### config.mk
export PLATFORM = sky130hd
export DESIGN_NAME = clk_div_bank
export DESIGN_NICKNAME = d
export VERILOG_FILES = /design/src/rtl/pll_pkg.sv /design/src/rtl/div_channel.sv /design/src/rtl/clk_div_bank.sv
export SDC_FILE = /design/constraint.sdc
export NUM_CORES = 1
export LEC_CHECK = 0
export ABC_AREA = 1
export BUFFER_PORTS_ARGS = -buffer_cell sky130_fd_sc_hd__buf_4
export CAP_MARGIN = 20
export CORE_MARGIN = 4
export CORE_UTILIZATION = 59
export CTS_CLUSTER_SIZE = 8
export DETAILED_ROUTE_END_ITERATION = 8
export PLACE_DENSITY = 0.79
export SLEW_MARGIN = 5
export SYNTH_ARGS = -nofsm -noshare
export SYNTH_HDL_FRONTEND = slang
export SYNTH_HIERARCHICAL = 1
export SYNTH_SLANG_ARGS = --single-unit
### constraint.sdc
create_clock -name clk -period 3.2 [get_ports clk]
set_input_delay 0.16 -clock clk [delete_from_list [all_inputs] [get_ports clk]]
set_output_delay 0.16 -clock clk [all_outputs]
set_load 0.01 [all_outputs]
### src/rtl/pll_pkg.sv
// pll_pkg: state encoding shared by the divider channels (IDLE=0, DELAY=1, RUN=2)
package pll_pkg;
  typedef enum logic [1:0] {IDLE = 2'd0, DELAY = 2'd1, RUN = 2'd2} state_t;
endpackage

### src/rtl/div_channel.sv
// div_channel: one programmable divider (shadowed div/high/phase, phase delay, registered out/stable/config_err)
module div_channel
  import pll_pkg::*;
#(
  parameter int W = 8
) (
  input  logic         clk,
  input  logic         rst,
  input  logic         en,
  input  logic         load,
  input  logic [W-1:0] div,
  input  logic [W-1:0] high,
  input  logic [W-1:0] phase,
  output logic         out,
  output logic         stable,
  output logic         config_err
);
  state_t state, state_n;
  logic [W-1:0] div_s, high_s, phase_s, div_n, high_n, phase_n;
  logic [W-1:0] dcnt, pcnt, dcnt_n, pcnt_n, pcnt_inc;
  logic out_n, stable_n, go_idle, restart, wrap;
  assign div_n = load ? div : div_s;
  assign high_n = load ? high : high_s;
  assign phase_n = load ? phase : phase_s;
  assign go_idle = !en || div_n == '0;
  assign restart = load || state == IDLE;
  assign wrap = pcnt >= div_s - W'(1);
  assign pcnt_inc = wrap ? '0 : pcnt + W'(1);
  always_ff @(posedge clk) begin
    if (rst) state <= IDLE;
    else state <= state_n;
  end
  always_comb begin
    state_n = go_idle ? IDLE : restart ? DELAY : (state == RUN || dcnt == '0) ? RUN : DELAY;
  end
  always_comb begin
    dcnt_n = '0;
    pcnt_n = '0;
    out_n = 1'b0;
    stable_n = 1'b0;
    if (!go_idle && restart) dcnt_n = phase_n;
    else if (!go_idle && state == DELAY) begin
      dcnt_n = dcnt == '0 ? '0 : dcnt - W'(1);
      out_n = dcnt == '0 && high_s != '0;
    end else if (!go_idle && state == RUN) begin
      pcnt_n = pcnt_inc;
      out_n = pcnt_inc < high_s;
      stable_n = stable || wrap;
    end
  end
  always_ff @(posedge clk) begin
    if (rst) begin
      div_s <= '0;
      high_s <= '0;
      phase_s <= '0;
      dcnt <= '0;
      pcnt <= '0;
      out <= 1'b0;
      stable <= 1'b0;
      config_err <= 1'b0;
    end else begin
      div_s <= div_n;
      high_s <= high_n;
      phase_s <= phase_n;
      dcnt <= dcnt_n;
      pcnt <= pcnt_n;
      out <= out_n;
      stable <= stable_n;
      config_err <= en && div_n == '0;
    end
  end
endmodule

### src/rtl/clk_div_bank.sv
// clk_div_bank: CHANNELS independent div_channel instances; div/high/phase packed per channel, out/stable/config_err per channel
module clk_div_bank #(
  parameter int CHANNELS  = 4,
  parameter int CNT_WIDTH = 8
) (
  input  logic                          clk,
  input  logic                          rst,
  input  logic [CHANNELS-1:0]           en,
  input  logic                          load,
  input  logic [CHANNELS*CNT_WIDTH-1:0] div,
  input  logic [CHANNELS*CNT_WIDTH-1:0] high,
  input  logic [CHANNELS*CNT_WIDTH-1:0] phase,
  output logic [CHANNELS-1:0]           out,
  output logic [CHANNELS-1:0]           stable,
  output logic [CHANNELS-1:0]           config_err
);
  for (genvar i = 0; i < CHANNELS; i++) begin : g_ch
    div_channel #(.W(CNT_WIDTH)) u_ch (
      .clk(clk),
      .rst(rst),
      .en(en[i]),
      .load(load),
      .div(div[i*CNT_WIDTH +: CNT_WIDTH]),
      .high(high[i*CNT_WIDTH +: CNT_WIDTH]),
      .phase(phase[i*CNT_WIDTH +: CNT_WIDTH]),
      .out(out[i]),
      .stable(stable[i]),
      .config_err(config_err[i])
    );
  end
endmodule

Word-level counts from Yosys, hierarchy flattened

Cells that the tools add are included.

Flip-flop bits (word level): 180
Input port bits: 103

Add/sub/neg operators: 12
$lt $le $gt $ge: 8
Equality and inequality tests: 8
Multiplexer cells: 40
Bitwise logic cells: 4
Reductions and logical operators: 76

Operators by type and width:

| operator                                                            | count |
|---|---|
| 8-bit two-way mux                                                   | 24 |
| 8-bit logical NOT                                                   | 8 |
| 8-bit by 1-bit subtractor with 8-bit output (second input constant) | 8 |
| 8-bit by 1-bit adder with 8-bit output (second input constant)      | 4 |
| 8-bit greater-or-equal comparator                                   | 4 |
| 8-bit < comparator                                                  | 4 |
| 8-bit nonzero test                                                  | 4 |
| 1-bit logical AND                                                   | 20 |
| 1-bit logical OR                                                    | 16 |
| 2-bit OR reduction                                                  | 8 |
| 4-bit OR reduction                                                  | 4 |
| 1-bit two-way mux                                                   | 12 |
| 3-bit OR reduction                                                  | 4 |
| 2-bit by 1-bit == test with 1-bit output (second input constant)    | 4 |
| 2-bit == test (second input constant)                               | 4 |
| 1-bit logical NOT                                                   | 8 |
| 2-bit logical NOT                                                   | 4 |
| 2-bit two-way mux                                                   | 4 |
| 1-bit inverter                                                      | 4 |

Depth between registers and ports, before layout

Gate-level depths: netlist of the first run.

Depth in word-level cells: 7
Depth in mapped cells: 22
Mapped depth without buffers: 22

By module

Netlist of the first run, hierarchy kept.

Modules (own cells, without submodules):

| module                         | times used | cells each | area an instance (um^2) | sequential area each (um^2) |
|---|---|---|---|---|
| div_channel (g_ch[1].u_ch ...) | 2          | 335        | 2427.3                  | 900.9 |
| div_channel (g_ch[0].u_ch ...) | 2          | 332        | 2417.3                  | 900.9 |

Least setup slack after synthesis of the first run

Ideal clock, no wire load.

Path type: flip-flop to flip-flop
From: reg g_ch[0].u_ch.div_s[0]
To: reg g_ch[0].u_ch.out
Arrival: 2.574 ns
Data required time: 3.130 ns
Slack: 0.557 ns
Stages on the path, launching flop included: 21
Buffers on the path: 0
Clock period less this slack: 2.643 ns
Path through: dfxtp_1 -> inv_1 -> ha_1 -> nand2_1 -> nor3_1 -> xor2_1 -> inv_1 -> ha_1 -> nand2_1 -> nor2_1 -> nor2_1 -> nand2_1 -> inv_1 -> nand2_1 -> nor2_1 -> ha_1 -> a21oi_1 -> o21ai_0 -> nor2_1 -> nand2_1 -> a21oi_1

Elaborated cells on any way between the ends: 14
Classes of those cells: add/sub (1); order compare (2); mux (4); reduce/logical (7)

RTL lines:

| what                                        | RTL line          | RTL |
|---|---|---|
| start: declaration                          | div_channel.sv:19 | `logic [W-1:0] div_s, high_s, phase_s, div_n, high_n, phase_n;` |
| start signal: assignment                    | div_channel.sv:62 | `div_s <= div_n;` |
| 8-bit by 1-bit subtractor with 8-bit output | div_channel.sv:27 | `assign wrap = pcnt >= div_s - W'(1);` |
| 8-bit greater-or-equal comparator           | div_channel.sv:27 |  |
| 8-bit two-way mux                           | div_channel.sv:28 | `assign pcnt_inc = wrap ? '0 : pcnt + W'(1);` |
| net g_ch[0].u_ch.pcnt_inc[7]                | div_channel.sv:20 | `logic [W-1:0] dcnt, pcnt, dcnt_n, pcnt_n, pcnt_inc;` |
| 8-bit < comparator                          | div_channel.sv:47 | `out_n = pcnt_inc < high_s;` |
| 1-bit two-way mux                           | div_channel.sv:45 | `end else if (!go_idle && state == RUN) begin` |
| 1-bit two-way mux                           | div_channel.sv:42 | `else if (!go_idle && state == DELAY) begin` |
| end signal: assignment                      | div_channel.sv:67 | `out <= out_n;` |
| end: declaration                            | div_channel.sv:14 | `output logic out,` |

The timed path passes the listed nets, and every way through them passes these cells.
A chain may end at the register's enable or synchronous reset.

Worst setup path in the final report of the first run

From: reg g_ch[3].u_ch.div_s[2]
To: reg g_ch[3].u_ch.out

Elaborated cells on any way between the ends: 14
Classes of those cells: add/sub (1); order compare (2); mux (4); reduce/logical (7)

RTL lines:

| what                                        | RTL line |
|---|---|
| start: declaration                          | div_channel.sv:19 |
| start signal: assignment                    | div_channel.sv:62 |
| 8-bit by 1-bit subtractor with 8-bit output | div_channel.sv:27 |
| 8-bit greater-or-equal comparator           | div_channel.sv:27 |
| 8-bit two-way mux                           | div_channel.sv:28 |
| net g_ch[3].u_ch.pcnt_inc[7]                | div_channel.sv:20 |
| 8-bit < comparator                          | div_channel.sv:47 |
| 1-bit two-way mux                           | div_channel.sv:45 |
| 1-bit two-way mux                           | div_channel.sv:42 |
| end signal: assignment                      | div_channel.sv:67 |
| end: declaration                            | div_channel.sv:14 |

The timed path passes the listed nets, and every way through them passes these cells.

==> out/qor.tcl, run 1 <==
set qor(status) {complete, no violations}
set qor(initialDrtViolationCount) 517
set qor(timing_worst_setup_path_type) {reg -> reg}
set qor(wl_per_cell_um) 12.3
set qor(post-place-cells) 1641
set qor(synth_top_area_cell) {sky130_fd_sc_hd__dfxtp_1}
set qor(path_depth) 17
set qor(globalRouteTotalUtil) 0.224
set qor(cts_tree) {built}
set qor(die_area_um2) 18500
set qor(cts-buffers-inserted) 17
set qor(fin_nets) 1631
set qor(worstRegToRegCells) 17
set qor(timing_worst_slew_pin_value_ns) 0.521
set qor(core.rowCount) 46
set qor(chipWidth_um) 136
set qor(timing_hold_violations_final) 0
set qor(dp_hpwl_mm) 15.2
set qor(vdd_ir_drop_max_v) 0.000532
set qor(cp.required_ns) 3.55
set qor(cts.root.buffer_cell) {sky130_fd_sc_hd__clkbuf_16}
set qor(yosys_warnings) 6
set qor(vias_per_cell) 5.02
set qor(cts_max_level) 4
set qor(pwr_density_cell_nw_per_um2) 472
set qor(place_congestion) 0.875
set qor(insertedDiodeCount) 0
set qor(hold_class) {in -> reg}
set qor(grt_start_max_net_pins) 40
set qor(timing.critical_path.arrival_ns) 3.31
set qor(clkSlewWorstSetupHoldPaths_ns) 0.07
set qor(io_buffers) 114
set qor(number_of_optimization_iterations_in_the_first_detailed_route_pass) 5
set qor(critPathSlowestCell) {sky130_fd_sc_hd__dfxtp_1}
set qor(cts.sinks) 180
set qor(slowest_delay_ns) 0.34
set qor(worst_clock_skew_ns) 0.0124
set qor(critical_path.top_delay_family) {simple AND/OR/NAND/NOR gates}
set qor(vias_in_the_first_global_route) 7864
set qor(report.power.total_w) 0.00537
set qor(grt_first_pass_wirelength_mm) 34.1
set qor(yosys_register_bits) 180
set qor(post_synth_main_area_contributors) {sky130_fd_sc_hd__dfxtp_1 (37%), sky130_fd_sc_hd__ha_1 (9.8%), sky130_fd_sc_hd__inv_1 (8.7%)}
set qor(start_util) 0.606
set qor(core_area_um2) 16000
set qor(postSynthAreaPerCell_um2) 7.26
set qor(routed-via-count) 8432
set qor(worst_setup_path_end_kind) {register}
set qor(finalHoldWorstSlack_ns) 0.0195
set qor(synth_seq_area_share) 0.372
set qor(post_cts_buffers) 0
set qor(syn_std_cell_area_um2) 9690
set qor(layout-area-overhead-vs-synth_pct) 17.4
set qor(finalSetupViolCount) 0
set qor(critical_path.cell_chain) {nor2_1, nand4_1, nor3_1, xor2_1, ha_1, a21o_1, nor2_1, nand2_1, inv_2, nand3_1, inv_1, ha_1, a21oi_2, o21ai_0, nor2_1, nand2_1, a21oi_1}
set qor(top_level_ports) 115
set qor(clkLatencyLatePin_ns) 0.42
set qor(top_cell_by_count_worst_path) {sky130_fd_sc_hd__nor2_1}
set qor(final_cell_area_um2) 11400
set qor(finish.cell_count_without_fillers) 1681
set qor(power.leakage_nw) 5.73
set qor(finalMaxSlewViolations) 0
set qor(initial_antenna_violation_count) 0
set qor(finalWirelength_mm) 20.7
set qor(antenna_violating_nets_post_route) 0
set qor(critPathLaunchType) {register}
set qor(synthDominantCellAreaShare) 0.372
set qor(cts_buffer_depth) 2
set qor(post_dp_cell_area_um2) 10700
set qor(instance_count_along_the_most_critical_hold_path) 3
set qor(fp.dieH_um) 136
set qor(drive_gt1_frac) 0.162
set qor(synth_cell_type_count) 29
set qor(cell_count_after_synthesis) 1334
set qor(syn_nets) 1513
set qor(final_worst_path_period_share) 0.925
set qor(worst-path-buf-inv) 2
set qor(worst_slew_margin_rel) 0.653
set qor(final_period_minus_worst_setup_slack_ns) 2.96
set qor(worstPathMaxFanout) 6
set qor(fmax_mhz) 338
set qor(drv_cap) 0
set qor(remaining_drc_errors) 0
set qor(grt-ovfl-total) 0
## logic make-up (layout without fill, tap and decap cells)
| logic type | Yosys count | count (layout) | synth area share |
|---|---|---|---|
| and+or+nand+nor | 540 | 540 | 0.240 |
| buffers and inverters | 264 | 395 | 0.112 |
| AOI/OAI and AO/OA | 202 | 202 | 0.110 |
| DFF | 180 | 180 | 0.372 |
| adders and majority gates | 76 | 76 | 0.0981 |
| xor gates and xnor gates | 52 | 52 | 0.0470 |
| muxes | 20 | 20 | 0.0207 |
## cells in the final DEF (no fill, tap or decap), types with 17 or more instances in the layout
cell,netlist,layout
sky130_fd_sc_hd__buf_4,0,118
sky130_fd_sc_hd__nor2_2,36,37
sky130_fd_sc_hd__nand2_1,210,210
sky130_fd_sc_hd__o21ai_0,104,104
sky130_fd_sc_hd__a21oi_1,76,75
sky130_fd_sc_hd__inv_1,224,218
sky130_fd_sc_hd__nor2_1,180,179
sky130_fd_sc_hd__nand3_1,54,54
sky130_fd_sc_hd__dfxtp_1,180,180
sky130_fd_sc_hd__clkbuf_16,0,17
sky130_fd_sc_hd__xor2_1,42,42
sky130_fd_sc_hd__ha_1,76,75
sky130_fd_sc_hd__inv_2,12,18
sky130_fd_sc_hd__mux2i_1,20,20
## what timing repair did
item / 4_1_cts / 5_1_grt
hold buffers: 8 / 0
hold endpoints to repair: 8 / 0
gates resized for setup: 0 / 13
endpoints found under the setup margin: 0 / 4
## area by class of cell
cell class                      count  area, µm²
Clock buffer                       20        457
Clock inverter                     12        145
Fill cell                        1329       4620
Inverter                          236        886
Multi-Input combinational cell    890       5030
Sequential cell                   180       3600
Tap cell                          216        270
Timing Repair Buffer              127        986
## through the flow
stage | setup WS (ns) | TNS, ns | util
after CTS | 0.119 | 0 | 0.709
after detailed placement | 0.270 | 0 | 0.667
after global placement | 0.396 | 0 | 0.667
final | 0.239 | 0 | 0.711
after floorplan | 0.557 | 0 | -
after global routing | -0.00393 | -0.00393 | 0.711
## cell usage after synthesis (all sizes together)
cell type    n
inv        236
nor3        24
o21bai       2
nand2      222
xor2        42
nand3       54
ha          76
a21oi       76
nand4        6
xnor2       10
a21o         4
nor2       216
buf         16
o21a         4
mux2i       20
nand3b       2
o21ai      116
or2          6
nor4        10
clkbuf      12
dfxtp      180
## flip-flops by register name, summed over array words and instances, names as in the netlist
name,cells
g_ch.u_ch/pcnt,32
g_ch.u_ch/div_s,32
g_ch.u_ch/phase_s,32
g_ch.u_ch/out,4
g_ch.u_ch/high_s,32
g_ch.u_ch/state,8
g_ch.u_ch/config_err,4
g_ch.u_ch/dcnt,32
g_ch.u_ch/stable,4
## per-layer routing
| layer | track usage | share of wire | vias up | wire length, µm |
|---|---|---|---|---|
| met2 | 0.398 | 0.50 | 170 | 10400 |
| met5 | 0 | 0 | - | 0 |
| met1 | 0.274 | 0.44 | 3804 | 9100 |
| met4 | 0.0655 | 0.015 | 0 | 303 |
| met3 | 0.0474 | 0.043 | 25 | 898 |
| li1 | - | - | 4433 | - |
## worst register-to-register path, cell delays in order (launching register included)
cell and delay (ns):
sky130_fd_sc_hd__dfxtp_1 0.34, sky130_fd_sc_hd__nor2_1 0.14, sky130_fd_sc_hd__nand4_1 0.15, sky130_fd_sc_hd__nor3_1 0.20, sky130_fd_sc_hd__xor2_1 0.19, sky130_fd_sc_hd__ha_1 0.26, sky130_fd_sc_hd__a21o_1 0.18, sky130_fd_sc_hd__nor2_1 0.13
sky130_fd_sc_hd__nand2_1 0.12, sky130_fd_sc_hd__inv_2 0.12, sky130_fd_sc_hd__nand3_1 0.14, sky130_fd_sc_hd__inv_1 0.09, sky130_fd_sc_hd__ha_1 0.25, sky130_fd_sc_hd__a21oi_2 0.15, sky130_fd_sc_hd__o21ai_0 0.13, sky130_fd_sc_hd__nor2_1 0.13
sky130_fd_sc_hd__nand2_1 0.07, sky130_fd_sc_hd__a21oi_1 0.11
## worst paths after layout
| check | slack (ns) | end | startpoint |
|---|---|---|---|
| setup reg to reg | 0.24 | g_ch[3].u_ch/out$_SDFF_PP0_ | g_ch[3].u_ch/div_s[2]$_SDFF_PP0_ |
| hold reg to reg | 0.49 | g_ch[0].u_ch/high_s[5]$_SDFFE_PP0P_ | g_ch[0].u_ch/high_s[5]$_SDFFE_PP0P_ |
| hold / removal | 0.02 | g_ch[1].u_ch/phase_s[4]$_SDFF_PP0_ | phase[12] |
| setup / recovery | 0.24 | g_ch[3].u_ch/out$_SDFF_PP0_ | g_ch[3].u_ch/div_s[2]$_SDFF_PP0_ |
## report_power, final
group / switching (W) / leakage [nW] / internal [W]
Sequential: 0.0000719 / 1.48 / 0.00236
Combinational: 0.000479 / 3.95 / 0.000361
Clock: 0.000886 / 0.293 / 0.00121
Total: 0.00144 / 5.73 / 0.00393
Note: power is estimated with default switching activity, not from simulation.
==> inputs of run 2 (changes only) <==
==> constraint.sdc (replaced) <==
create_clock -name clk -period 3 [get_ports clk]
set_input_delay 0.15 -clock clk [delete_from_list [all_inputs] [get_ports clk]]
set_output_delay 0.15 -clock clk [all_outputs]
set_load 0.01 [all_outputs]
==> run 2 against run 1 <==
  * Die area unchanged
  * Via count up 3.5%
  * Clock power up 8%
  * Non-clock buffer count up 36
  * Final area up 5.1%
  * Wire length up 7.7%
  * Final cell count up 2.1%
  * Critical endpoint is now g_ch[2].u_ch/out$_SDFF_PP0_
  * Highest routed layer unchanged
==> out/qor.tcl, run 2 (synthesized netlist as in run 1, its figures left out) <==
set qor(status) {complete, no violations}
set qor(routed-via-count) 8726 ;# +3.5%
set qor(multi_input_comb_area_um2) 5260 ;# +4.6%
set qor(grt-ovfl-total) 0 ;# unchanged
set qor(grt_first_pass_wirelength_mm) 34.7 ;# +1.7%
set qor(timing_worst_setup_path_type) {reg -> reg}
set qor(cts-buffers-inserted) 17 ;# unchanged
set qor(finalWirelength_mm) 22.2 ;# +7.7%
set qor(wl_per_cell_um) 13.0 ;# +5.5%
set qor(pre_cts_slack_ns) 0.0487 ;# -0.222 ns
set qor(setup-tns-final_ns) 0 ;# unchanged
set qor(initialDrtViolationCount) 496 ;# -4.1%
set qor(power.leakage_nw) 5.88 ;# +2.7%
set qor(vias_per_cell) 5.09 ;# +1.4%
set qor(finalSetupViolCount) 0 ;# unchanged
set qor(setup_ws_ns) 0.0978 ;# -0.142 ns
set qor(cp.required_ns) 3.36 ;# -0.19 ns
set qor(core.rowCount) 46 ;# unchanged
set qor(worstRegToRegCells) 17 ;# unchanged
set qor(timing_worst_slew_pin_value_ns) 0.499 ;# -0.0215 ns
set qor(clkLatencyLatePin_ns) 0.43 ;# about the same
set qor(cts_tree) {built}
set qor(timing_hold_violations_final) 0 ;# unchanged
set qor(timing.critical_path.arrival_ns) 3.26 ;# -0.05 ns
set qor(grt_setup_unrepaired) {true}
set qor(start_util) 0.606 ;# unchanged
set qor(worst_clock_skew_ns) 0.00971 ;# -0.00264 ns
set qor(worstPathMaxFanout) 6 ;# unchanged
set qor(core_area_um2) 16000 ;# unchanged
set qor(path_depth) 17 ;# unchanged
set qor(globalRouteTotalUtil) 0.227 ;# +0.00309
set qor(clkSlewWorstSetupHoldPaths_ns) 0.07 ;# about the same
set qor(worstSetupEndpoint) {g_ch[2].u_ch/out$_SDFF_PP0_}
set qor(hold_class) {in -> reg}
set qor(slowest_delay_ns) 0.36 ;# +0.02 ns
set qor(layout-area-overhead-vs-synth_pct) 23.4
set qor(remaining_drc_errors) 0 ;# unchanged
set qor(drv_cap) 0 ;# unchanged
set qor(place_congestion) 0.859 ;# -1.8%
set qor(critical_path.top_delay_family) {simple AND/OR/NAND/NOR gates}
set qor(critPathLaunchType) {register}
set qor(final_period_minus_worst_setup_slack_ns) 2.90 ;# -0.0584 ns
set qor(initial_antenna_violation_count) 0 ;# unchanged
set qor(setup.worst_path.start) {g_ch[2].u_ch/div_s[2]$_SDFF_PP0_}
set qor(number_of_optimization_iterations_in_the_first_detailed_route_pass) 5 ;# unchanged
set qor(cts_max_level) 4 ;# unchanged
set qor(vias_in_the_first_global_route) 8035 ;# +2.2%
set qor(rr_endpoint) {g_ch[2].u_ch/out$_SDFF_PP0_}
set qor(reg2reg_from) {g_ch[2].u_ch/div_s[2]$_SDFF_PP0_}
set qor(fp.dieH_um) 136 ;# unchanged
set qor(worst_setup_path_end_kind) {register}
set qor(cts.sinks) 180 ;# unchanged
set qor(post-place-cells) 1640 ;# -0.061%
set qor(insertedDiodeCount) 0 ;# unchanged
set qor(reg2reg_slack_ns) 0.1 ;# -0.14 ns
set qor(worst-path-buf-inv) 1 ;# -1
set qor(cts.root.buffer_cell) {sky130_fd_sc_hd__clkbuf_16}
set qor(critical_path.cell_chain) {nor2_1, nand4_1, nor3_2, xor2_1, ha_1, a21o_1, nor2_1, nand2_2, inv_4, nand2_1, nor2_2, ha_4, a21oi_1, o21ai_1, nor2_1, nand2_1, a21oi_1}
set qor(chipWidth_um) 136 ;# unchanged
set qor(antenna_violating_nets_post_route) 0 ;# unchanged
set qor(seqCellArea_um2) 3610 ;# +0.17%
set qor(fill_cells) 1233 ;# -7.2%
set qor(grt_start_max_net_pins) 44 ;# +10%
set qor(dp_hpwl_mm) 15.5 ;# +1.9%
set qor(vdd_ir_drop_max_v) 0.000424 ;# -20%
set qor(worst_slew_margin_rel) 0.667 ;# +0.0144
set qor(top_level_ports) 115 ;# unchanged
set qor(critPathSlowestCell) {sky130_fd_sc_hd__dfxtp_1}
set qor(io_buffers) 114 ;# unchanged
set qor(cts_buffer_depth) 2 ;# unchanged
set qor(fin_nets) 1667 ;# +2.2%
set qor(pwr_density_cell_nw_per_um2) 489 ;# +3.5%
set qor(layout.cells.most_common) {sky130_fd_sc_hd__inv_1}
set qor(report.power.total_w) 0.00584 ;# +8.8%
set qor(finalMaxSlewViolations) 0 ;# unchanged
set qor(layout.cells.most_common_list) {sky130_fd_sc_hd__inv_1 (210), sky130_fd_sc_hd__nand2_1 (196), sky130_fd_sc_hd__dfxtp_1 (177)}
set qor(top_cell_by_count_worst_path) {sky130_fd_sc_hd__nor2_1}
set qor(final_worst_path_period_share) 0.967 ;# +0.0422
set qor(finish.cell_count_without_fillers) 1716 ;# +2.1%
set qor(fmax_mhz) 345 ;# +2.0%
set qor(die_area_um2) 18500 ;# unchanged
set qor(drive_gt1_frac) 0.202 ;# +0.0402
run 2: changes by cell type in the layout (fill, tap and decap cells not counted), sizes merged:
cell and delta:
bufinv +1, inv -2, buf +11, clkinvlp +4
clkinv -3, dlygate4sd3 +25, clkbuf -1
run 2: layout make-up:
class / instances / area share
Timing Repair Buffer: 163 / 0.111
Tap cell: 216 / 0.0226
Multi-Input combinational cell: 890 / 0.440
Sequential cell: 180 / 0.302
Clock buffer: 19 / 0.0371
Clock inverter: 12 / 0.0130
Inverter: 236 / 0.0747
run 2: timing repair:
action | in CTS | in global routing
hold buffers | 33 | 0
endpoints found under the setup margin | 1 | 4
pin swaps | 0 | 40
buffers inserted | 0 | 12
endpoints found under the hold margin | 33 | 0
gates resized for setup | 1 | 82
run 2: power by group:
part | switching (W) | internal (W) | leakage (nW) | total [W]
registers | 0.0000806 | 0.00252 | 1.48 | 0.00260
clock network | 0.000935 | 0.00133 | 0.278 | 0.00226
logic | 0.000541 | 0.000436 | 4.12 | 0.000976
total | 0.00156 | 0.00428 | 5.88 | 0.00584
run 2: per-stage QoR:
step | hold WS (ns) | util | instance area (µm²)
after floorplan | 0.231 | - | 9690
after CTS | 0.00149 | 0.724 | 11600
final | 0.0104 | 0.747 | 12000
after global placement | 0.370 | 0.666 | 10700
after global routing | 0.0148 | 0.747 | 12000
after detailed placement | 0.383 | 0.666 | 10700
run 2: worst min-delay path by stage:
stage	from	endpoint	cells past startpoint
global placement	high[0]	g_ch[0].u_ch/high_s[0]$_SDFFE_PP0P_	3
finish	high[31]	g_ch[3].u_ch/high_s[7]$_SDFFE_PP0P_	3
floorplan	rst	g_ch[0].u_ch/phase_s[0]$_SDFF_PP0_	1
global route	phase[25]	g_ch[3].u_ch/phase_s[1]$_SDFF_PP0_	3
detailed placement	high[16]	g_ch[2].u_ch/high_s[0]$_SDFFE_PP0P_	3
CTS	phase[23]	g_ch[2].u_ch/phase_s[7]$_SDFF_PP0_	3
run 2: worst register-to-register path, cell delays in order (launching register included):
cell                      delay, ns
sky130_fd_sc_hd__dfxtp_1       0.36
sky130_fd_sc_hd__nor2_1        0.14
sky130_fd_sc_hd__nand4_1       0.17
sky130_fd_sc_hd__nor3_2        0.16
sky130_fd_sc_hd__xor2_1        0.17
sky130_fd_sc_hd__ha_1          0.28
sky130_fd_sc_hd__a21o_1        0.19
sky130_fd_sc_hd__nor2_1        0.14
sky130_fd_sc_hd__nand2_2       0.12
sky130_fd_sc_hd__inv_4         0.10
sky130_fd_sc_hd__nand2_1       0.06
sky130_fd_sc_hd__nor2_2        0.21
sky130_fd_sc_hd__ha_4          0.24
sky130_fd_sc_hd__a21oi_1       0.14
sky130_fd_sc_hd__o21ai_1       0.08
sky130_fd_sc_hd__nor2_1        0.09
sky130_fd_sc_hd__nand2_1       0.07
sky130_fd_sc_hd__a21oi_1       0.12
run 2: layer usage:
layer	part of all wire	up-vias	global-route usage
met5	0	-	0
met4	0.020	0	0.0812
met3	0.038	38	0.0429
met2	0.51	183	0.398
met1	0.44	4003	0.279
li1	-	4502	-
